--- config.mk ---
export PLATFORM = sky130hd
export DESIGN_NAME = uart_mmio_ctrl
export DESIGN_NICKNAME = d
export VERILOG_FILES = /design/src/rtl/uart_mmio_ctrl.sv
export SDC_FILE = /design/constraint.sdc
export NUM_CORES = 1
export LEC_CHECK = 0
export ABC_AREA = 1
export CAP_MARGIN = 30
export CORE_AREA = 3 3 88 90
export DETAILED_ROUTE_END_ITERATION = 10
export DIE_AREA = 0 0 91 93
export PLACE_DENSITY = 0.79
export SLEW_MARGIN = 0
export SYNTH_ARGS = -nofsm -noshare
export SYNTH_HDL_FRONTEND = slang
export SYNTH_SLANG_ARGS = --single-unit
--- constraint.sdc ---
create_clock -name clk -period 3.4 [get_ports clk]
set_input_delay 0.68 -clock clk [delete_from_list [all_inputs] [get_ports clk]]
set_output_delay 0.68 -clock clk [all_outputs]
set_load 0.02 [all_outputs]
--- src/rtl/uart_mmio_ctrl.sv ---
// Memory-mapped UART controller: RX byte FIFO, TX holding register
// and a three-state TX handshake FSM behind four CPU registers.
module uart_mmio_ctrl #(
  parameter int DATA_WIDTH = 32,
  parameter int ADDR_WIDTH = 32,
  parameter int FIFO_DEPTH = 4
) (
  input  logic                  clk,
  input  logic                  rst,
  input  logic [ADDR_WIDTH-1:0] A,
  input  logic [DATA_WIDTH-1:0] WD,
  input  logic                  we,
  input  logic                  re,
  output logic [DATA_WIDTH-1:0] RD,
  output logic                  hit,
  input  logic                  rx_valid,
  input  logic [7:0]            rx_byte,
  input  logic                  rx_parity_err,
  output logic                  tx_start,
  output logic [7:0]            tx_byte,
  input  logic                  tx_done
);

  localparam int AW = $clog2(FIFO_DEPTH);
  localparam int PW = AW + 1;

  localparam logic [ADDR_WIDTH-1:0] ADDR_RX =
    ADDR_WIDTH'(32'h1001_0030);
  localparam logic [ADDR_WIDTH-1:0] ADDR_TXD =
    ADDR_WIDTH'(32'h1001_0034);
  localparam logic [ADDR_WIDTH-1:0] ADDR_ST =
    ADDR_WIDTH'(32'h1001_0038);
  localparam logic [ADDR_WIDTH-1:0] ADDR_TXS =
    ADDR_WIDTH'(32'h1001_003C);

  typedef enum logic [1:0] {
    T_IDLE,
    T_START,
    T_BUSY
  } tx_state_e;

  tx_state_e r_state;
  tx_state_e w_next;

  logic [7:0]    r_mem [FIFO_DEPTH];
  logic [PW-1:0] r_wp;
  logic [PW-1:0] r_rp;
  logic          r_ovf;
  logic          r_par;
  logic [7:0]    r_hold;

  logic          w_sel_rx;
  logic          w_sel_txd;
  logic          w_sel_st;
  logic          w_sel_txs;
  logic          w_empty;
  logic          w_full;
  logic          w_pop;
  logic          w_push;
  logic          w_ovf_set;
  logic          w_wr_st;
  logic          w_busy;
  logic          w_tx_start;
  logic [PW-1:0] w_cnt;
  logic [31:0]   w_cnt32;
  logic [2:0]    w_cnt_sat;
  logic [7:0]    w_status;
  logic [7:0]    w_head;
  logic [DATA_WIDTH-1:0] w_rd;

  assign w_sel_rx  = (A == ADDR_RX);
  assign w_sel_txd = (A == ADDR_TXD);
  assign w_sel_st  = (A == ADDR_ST);
  assign w_sel_txs = (A == ADDR_TXS);
  assign hit = w_sel_rx | w_sel_txd | w_sel_st | w_sel_txs;

  assign w_empty = (r_wp == r_rp);
  assign w_full  = (r_wp[PW-1] != r_rp[PW-1]) &&
                   (r_wp[AW-1:0] == r_rp[AW-1:0]);
  assign w_head  = r_mem[r_rp[AW-1:0]];

  // A pop frees a slot in the same edge, so a full FIFO can still accept.
  assign w_pop     = re & w_sel_rx & ~w_empty;
  assign w_push    = rx_valid & (~w_full | w_pop);
  assign w_ovf_set = rx_valid & w_full & ~w_pop;
  assign w_wr_st   = we & w_sel_st;

  assign w_cnt     = r_wp - r_rp;
  assign w_cnt32   = 32'(w_cnt);
  assign w_cnt_sat = (w_cnt32 > 32'd7) ? 3'd7 : w_cnt32[2:0];
  assign w_busy    = (r_state != T_IDLE);
  assign w_status  = {1'b0, w_cnt_sat, r_par, r_ovf,
                      w_busy, ~w_empty};

  always_ff @(posedge clk or negedge rst) begin
    if (!rst) begin
      r_wp  <= '0;
      r_rp  <= '0;
      r_ovf <= 1'b0;
      r_par <= 1'b0;
    end else begin
      if (w_pop)
        r_rp <= r_rp + PW'(1);
      if (w_push)
        r_wp <= r_wp + PW'(1);
      if (w_wr_st && WD[2])
        r_ovf <= 1'b0;
      else if (w_ovf_set)
        r_ovf <= 1'b1;
      if (w_wr_st && WD[3])
        r_par <= 1'b0;
      else if (rx_valid && rx_parity_err)
        r_par <= 1'b1;
    end
  end

  always_ff @(posedge clk) begin
    if (w_push)
      r_mem[r_wp[AW-1:0]] <= rx_byte;
  end

  always_ff @(posedge clk or negedge rst) begin
    if (!rst)
      r_hold <= 8'h00;
    else if (we && w_sel_txd && r_state == T_IDLE)
      r_hold <= WD[7:0];
  end

  always_ff @(posedge clk or negedge rst) begin
    if (!rst)
      r_state <= T_IDLE;
    else
      r_state <= w_next;
  end

  always_comb begin
    w_next     = r_state;
    w_tx_start = 1'b0;
    unique case (r_state)
      T_IDLE:
        if (we && w_sel_txs && (|WD))
          w_next = T_START;
      T_START: begin
        w_tx_start = 1'b1;
        w_next     = T_BUSY;
      end
      T_BUSY:
        if (tx_done)
          w_next = T_IDLE;
      default:
        w_next = T_IDLE;
    endcase
  end

  assign tx_start = w_tx_start;
  assign tx_byte  = r_hold;

  always_comb begin
    w_rd = '0;
    unique case (1'b1)
      w_sel_rx:
        if (!w_empty)
          w_rd = DATA_WIDTH'(w_head);
      w_sel_txd: w_rd = DATA_WIDTH'(r_hold);
      w_sel_st:  w_rd = DATA_WIDTH'(w_status);
      w_sel_txs: w_rd = DATA_WIDTH'(w_busy);
      default:   w_rd = '0;
    endcase
  end

  assign RD = re ? w_rd : '0;

endmodule

* Yosys cells after proc, flatten, opt, wreduce, memory -nomap -nowiden *
Memory sizes are Yosys's and may differ from the RTL's.
Cells that the tools add are included.

storage, ports and cells
  bits in registers = 18
  RAM bits = 32
  input port bits = 79
  output and inout port bits = 42
  logic and storage cells = 63
  memories = 1

memory list
  memory  depth  bits a word  rd ports  clocked after Yosys merged registers in  write ports  RTL line  source
  r_mem   4      8            1         0                                        1            45        logic [7:0] r_mem [FIFO_DEPTH];

cells by class
  $add $sub $neg = 3
  order comparisons = 1
  equality and inequality tests = 11
  muxes and demuxes = 14
  bitwise gates (word level) = 13
  reductions and logical operators = 14

operators with widths
  operator                                                                 count
  32-bit by 29-bit equality test with 1-bit output, second input constant  4
  32-bit one-hot mux with 4 select lines                                   1
  32-bit two-way mux                                                       1
  32-bit OR reduction                                                      1
  1-bit logical AND                                                        8
  8-bit two-way mux                                                        1
  1-bit two-way mux                                                        7
  3-bit by 1-bit adder with 3-bit output, second input constant            2
  1-bit bitwise AND                                                        6
  2-bit one-hot mux with 3 select lines                                    1
  2-bit nonzero test                                                       3
  2-bit two-way mux                                                        2
  1-bit bitwise OR                                                         4
  3-bit equality test                                                      1
  3-bit > comparator, second input constant                                1
  3-bit two-way mux                                                        1
  1-bit inverter                                                           3
  3-bit subtractor                                                         1
  2-bit by 1-bit equality test with 1-bit output, second input constant    1
  2-bit equality test                                                      1
  2-bit equality test, second input constant                               1
  2-bit zero test                                                          1
  2-bit by 1-bit inequality test with 1-bit output, second input constant  1
  2-bit inequality test, second input constant                             1
  other kinds (2)                                                          2

* Depth between registers and ports, before layout *
Gate-level depths: netlist of run 1.

  word-level depth = 7
  depth in mapped cells = 11
  depth with buffers taken out = 11

* Worst setup path after synthesis of run 1 *
OpenSTA, ideal clock, no wires.

  path kind = input -> output
  start = input A[15]
  end = output RD[2]
  arrival = 1.857 ns
  required time = 2.720 ns
  setup slack = 0.863 ns
  stages = 9
  path buffers = 0
  path through = nor2_1 -> nand2_1 -> nor2_4 -> nand3_1 -> nor2_2 -> nor2_1 -> nand2_2 -> nand2_1 -> nor2_1

between the ends
  longest elaborated chain between the ends = 3
  elaborated cells on any way between the ends = 6
  those cells by class = 4 x eq/ne; 2 x mux

ends and longest elaborated chain
  item                                                                        RTL line  source
  from (decl)                                                                 10        input logic [ADDR_WIDTH-1:0] A,
  32-bit by 29-bit equality test with 1-bit output, on equally long branches  --
  32-bit one-hot mux with 4 select lines *                                    160       unique case (1'b1)
  32-bit two-way mux *                                                        171       assign RD = re ? w_rd : '0;
  to (decl)                                                                   14        output logic [DATA_WIDTH-1:0] RD,

Every way passes the cells marked *; elsewhere a longest branch is shown, timed or not.

* Worst setup path after layout of run 1 *
  start = input A[28]
  end = output RD[1]

Same word-level chain as after synthesis.

==> results.toml, run 1 <==
[outcome]
status = "finished, final reports clean"

[placed_design]
dpl_worst_slack_ps = -101
io_buffers = 96
dp_cells = 576
placed_cell_area_sq_um = 4140
gp_congestion = 0.890
hpwl_microns = 6100

[yosys]
synth-main-ff-cell = "edfxtp_1"
yosysUniqueCellTypes = 37
async_flop_share_pct = 36.0
synth_compound_area_share_pct = 6.16
synth_top_family_by_area = "simple AND/OR/NAND/NOR gates"
syn-mean-instance-area_sq_um = 8.28
netlist_top_cells_count = "72 x nor2_1, 57 x nand2_1, 48 x inv_1"
synth.most_common_cell = "nor2_1"
yosysSeqAreaShare_pct = 46.3
synth-edff-count = 32
syn_area_sq_um = 3050
ys_warn_count = 0
ys_top_cells_by_area = "edfxtp_1 32%, dfrtp_1 15%, nor2_1 8.9%"
yosys.area_share.adder_pct = 3.53
synth_mux_area_share_pct = 0
synthSimpleGateAreaFrac_pct = 28.8
ys_ff_latch = 50
synth_xor_area_share_pct = 1.68
synth_top_area_share_pct = 31.5
syn_inst = 368
synth_top_area_cell = "edfxtp_1"

[timing]
setup_slack_ps = 169
slew_violations = 0
clock_skew_ps = 7.11
finalCriticalPeriod_ps = 3230
slew_headroom_pct = 47.3
finalHoldViolCount = 0
clock.fmax_ghz = 0.309
tightestPinTransition_ps = 789
hold_ws_ps = 543
finalCritPeriodShare_pct = 95.0
setup_viol = 0
rsz0062_at_grt = "false"

[critical_path]
path_cells = "clkdlybuf4s50_1 -> inv_1 -> nor2_1 -> nand2_1 -> nor2_2 -> nand2_1 -> nor2_4 -> buf_4 -> nand3_1 -> nand3_1 -> nand2_1 -> inv_1 -> clkdlybuf4s15_1"
cpMaxStageDelayCell = "clkdlybuf4s50_1"
crit_type = "input port to output pin"
cpLargestDelayFamily = "buffers and inverters"
endpoint_kind = "output pin"
worstPathArrival_ps = 2550
path_max_fanout = 6
worst-path-buf-inv = 5
crit_path_frequent_cell = "nand2_1"
worstPathRequired_ps = 2720
setup.worst_path.start_class = "input port"
slowest_delay_ps = 450

[cts]
clk_pin_slew_ps = 90
cts_buffers = 5
root_buffer = "clkbuf_8"
clk-insertion-delay-late_ps = 310
cts_max_path_buffers = 2
cts_sinks = 50
h-tree-depth = 2
cts_tree = "built"

[global_routing]
grt_overflow_total = 0
grt_pass1_vias = 2642
grt_pass1_wl_microns = 12300
antenna_found_initial = 0
grt_max_degree = 19
grt_usage_pct = 18.1

[power_and_ir_drop]
switching_share_pct = 29.3
ir_worst_vdd_v = 0.000303
p_int_w = 0.00116
switchingPower_w = 0.000481
power_density_nw_per_um2 = 385
clkPwrFrac_pct = 25.4
power.total_w = 0.00164
p_leak_nw = 1.84
seqPwrFrac_pct = 48.1
combPwrFrac_pct = 26.5

[detailed_routing]
avgRoutedWirePerCell_microns = 12.8
routed_wl_microns = 7480
ant_nets = 0
vias = 2724
vias_per_cell = 4.66
drc = 0
drtIter0Drc = 104
dr.pass1.iters = 4

[finish]
fin_nets = 572
stdcell_count = 585
nFillCells = 621
final_cell_area_sq_um = 4260
antenna_cells = 0
area_growth_pct = 39.8
drive_above_1_share_pct = 9.88

[floorplan]
dieArea_sq_um = 8460
die_w_microns = 91
die_height_microns = 93
ioPinCount = 121
core-area_sq_um = 7140
start_util_pct = 42.7
row_count = 31

[flow_run]
maxCapViolations = 0

[min_path]
hold_path_class = "register to register"
metrics by stage:
step	utilization (%)	setup TNS, ps
CTS	59.6	0
global placement	58.1	-193
finish	59.7	0
global route	59.7	0
floorplan	-	0
detailed placement	58.1	-519
cell usage in the layout (no fill, tap or decap), types with 2 or more instances in the layout:
cell type / count
clkbuf_8: 5
nor3_1: 3
xnor2_1: 2
nor4_1: 4
o21ai_1: 7
conb_1: 24
nor2_1: 72
dlygate4sd2_1: 4
clkdlybuf4s50_1: 87
inv_1: 48
o21ai_0: 16
clkinvlp_4: 2
nand2_4: 2
buf_4: 21
nand3_1: 34
nand4_1: 3
xor2_1: 2
nand2_2: 2
edfxtp_1: 32
dfrtp_1: 18
o22ai_1: 7
nand3b_1: 2
ha_1: 7
nand2_1: 57
nor2_4: 4
clkdlybuf4s15_1: 3
nor2_2: 4
layout make-up:
class	instances	area, sq um	area share, %
clock buffers	5	68.8	1.62
clock inverters	3	45.0	1.06
inverters	49	184	4.32
multi-input cells	262	1310	30.9
flip-flops and latches	50	1410	33.1
well taps	99	124	2.91
repair buffers	117	1110	26.1
worst paths after layout:
path	from	to	slack [ps]	cells past startpoint
max	A[28]	RD[1]	170	13
min reg2reg	r_rp[2]	r_rp[2]	540	1
min	r_rp[2]	r_rp[2]	540	1
min in group asynchronous	rst	r_wp[0]	820	1
max in group asynchronous	rst	r_rp[1]	2080	1
max reg2reg	r_wp[0]	r_mem[3][6]	1210	10
power by group through the flow:
stage | logic [W] | clock network, W | registers, W
2_1_floorplan | 0.000261 | 0 | 0.000790
3_3_place_gp | 0.000420 | 0 | 0.000798
3_5_place_dp | 0.000435 | 0 | 0.000804
4_1_cts | 0.000439 | 0.000426 | 0.000791
5_1_grt | 0.000488 | 0.000451 | 0.000799
6_report | 0.000434 | 0.000417 | 0.000790
per-layer routing:
layer,share of wire [%],global-route usage (%),up-vias
li1,-,-,1378
met1,40,20.9,1244
met2,52,33.7,92
met3,6.6,4.02,10
met4,1.3,5.03,0
met5,0,0,-
logic make-up after synthesis:
family,Yosys count
flops,50
buf+inv,79
simple gates,191
compound gates,34
xor+xnor,5
fa+ha+maj,8
other cells,1
registers in the layout, summed over array words and instances (netlist names):
register and cells:
r_state 2, tx_byte 8, r_wp 3, r_par 1
r_ovf 1, r_rp 3, r_mem 32
what timing repair did:
item / CTS / global route
gates resized for setup: 8 / 6
hold buffers: 0 / 0
pin swaps: 1 / 0
setup buffers: 1 / 0
gates cloned: 0 / 0
endpoints found under the setup margin: 8 / 5
No activity file was read; power rests on OpenSTA's default activity.
==> run 2: changes to the inputs <==
- GPL_ROUTABILITY_DRIVEN: unset -> 0
==> results of run 2 <==
Same layout as run 1: the final DEF is identical, and so are final timing and power.
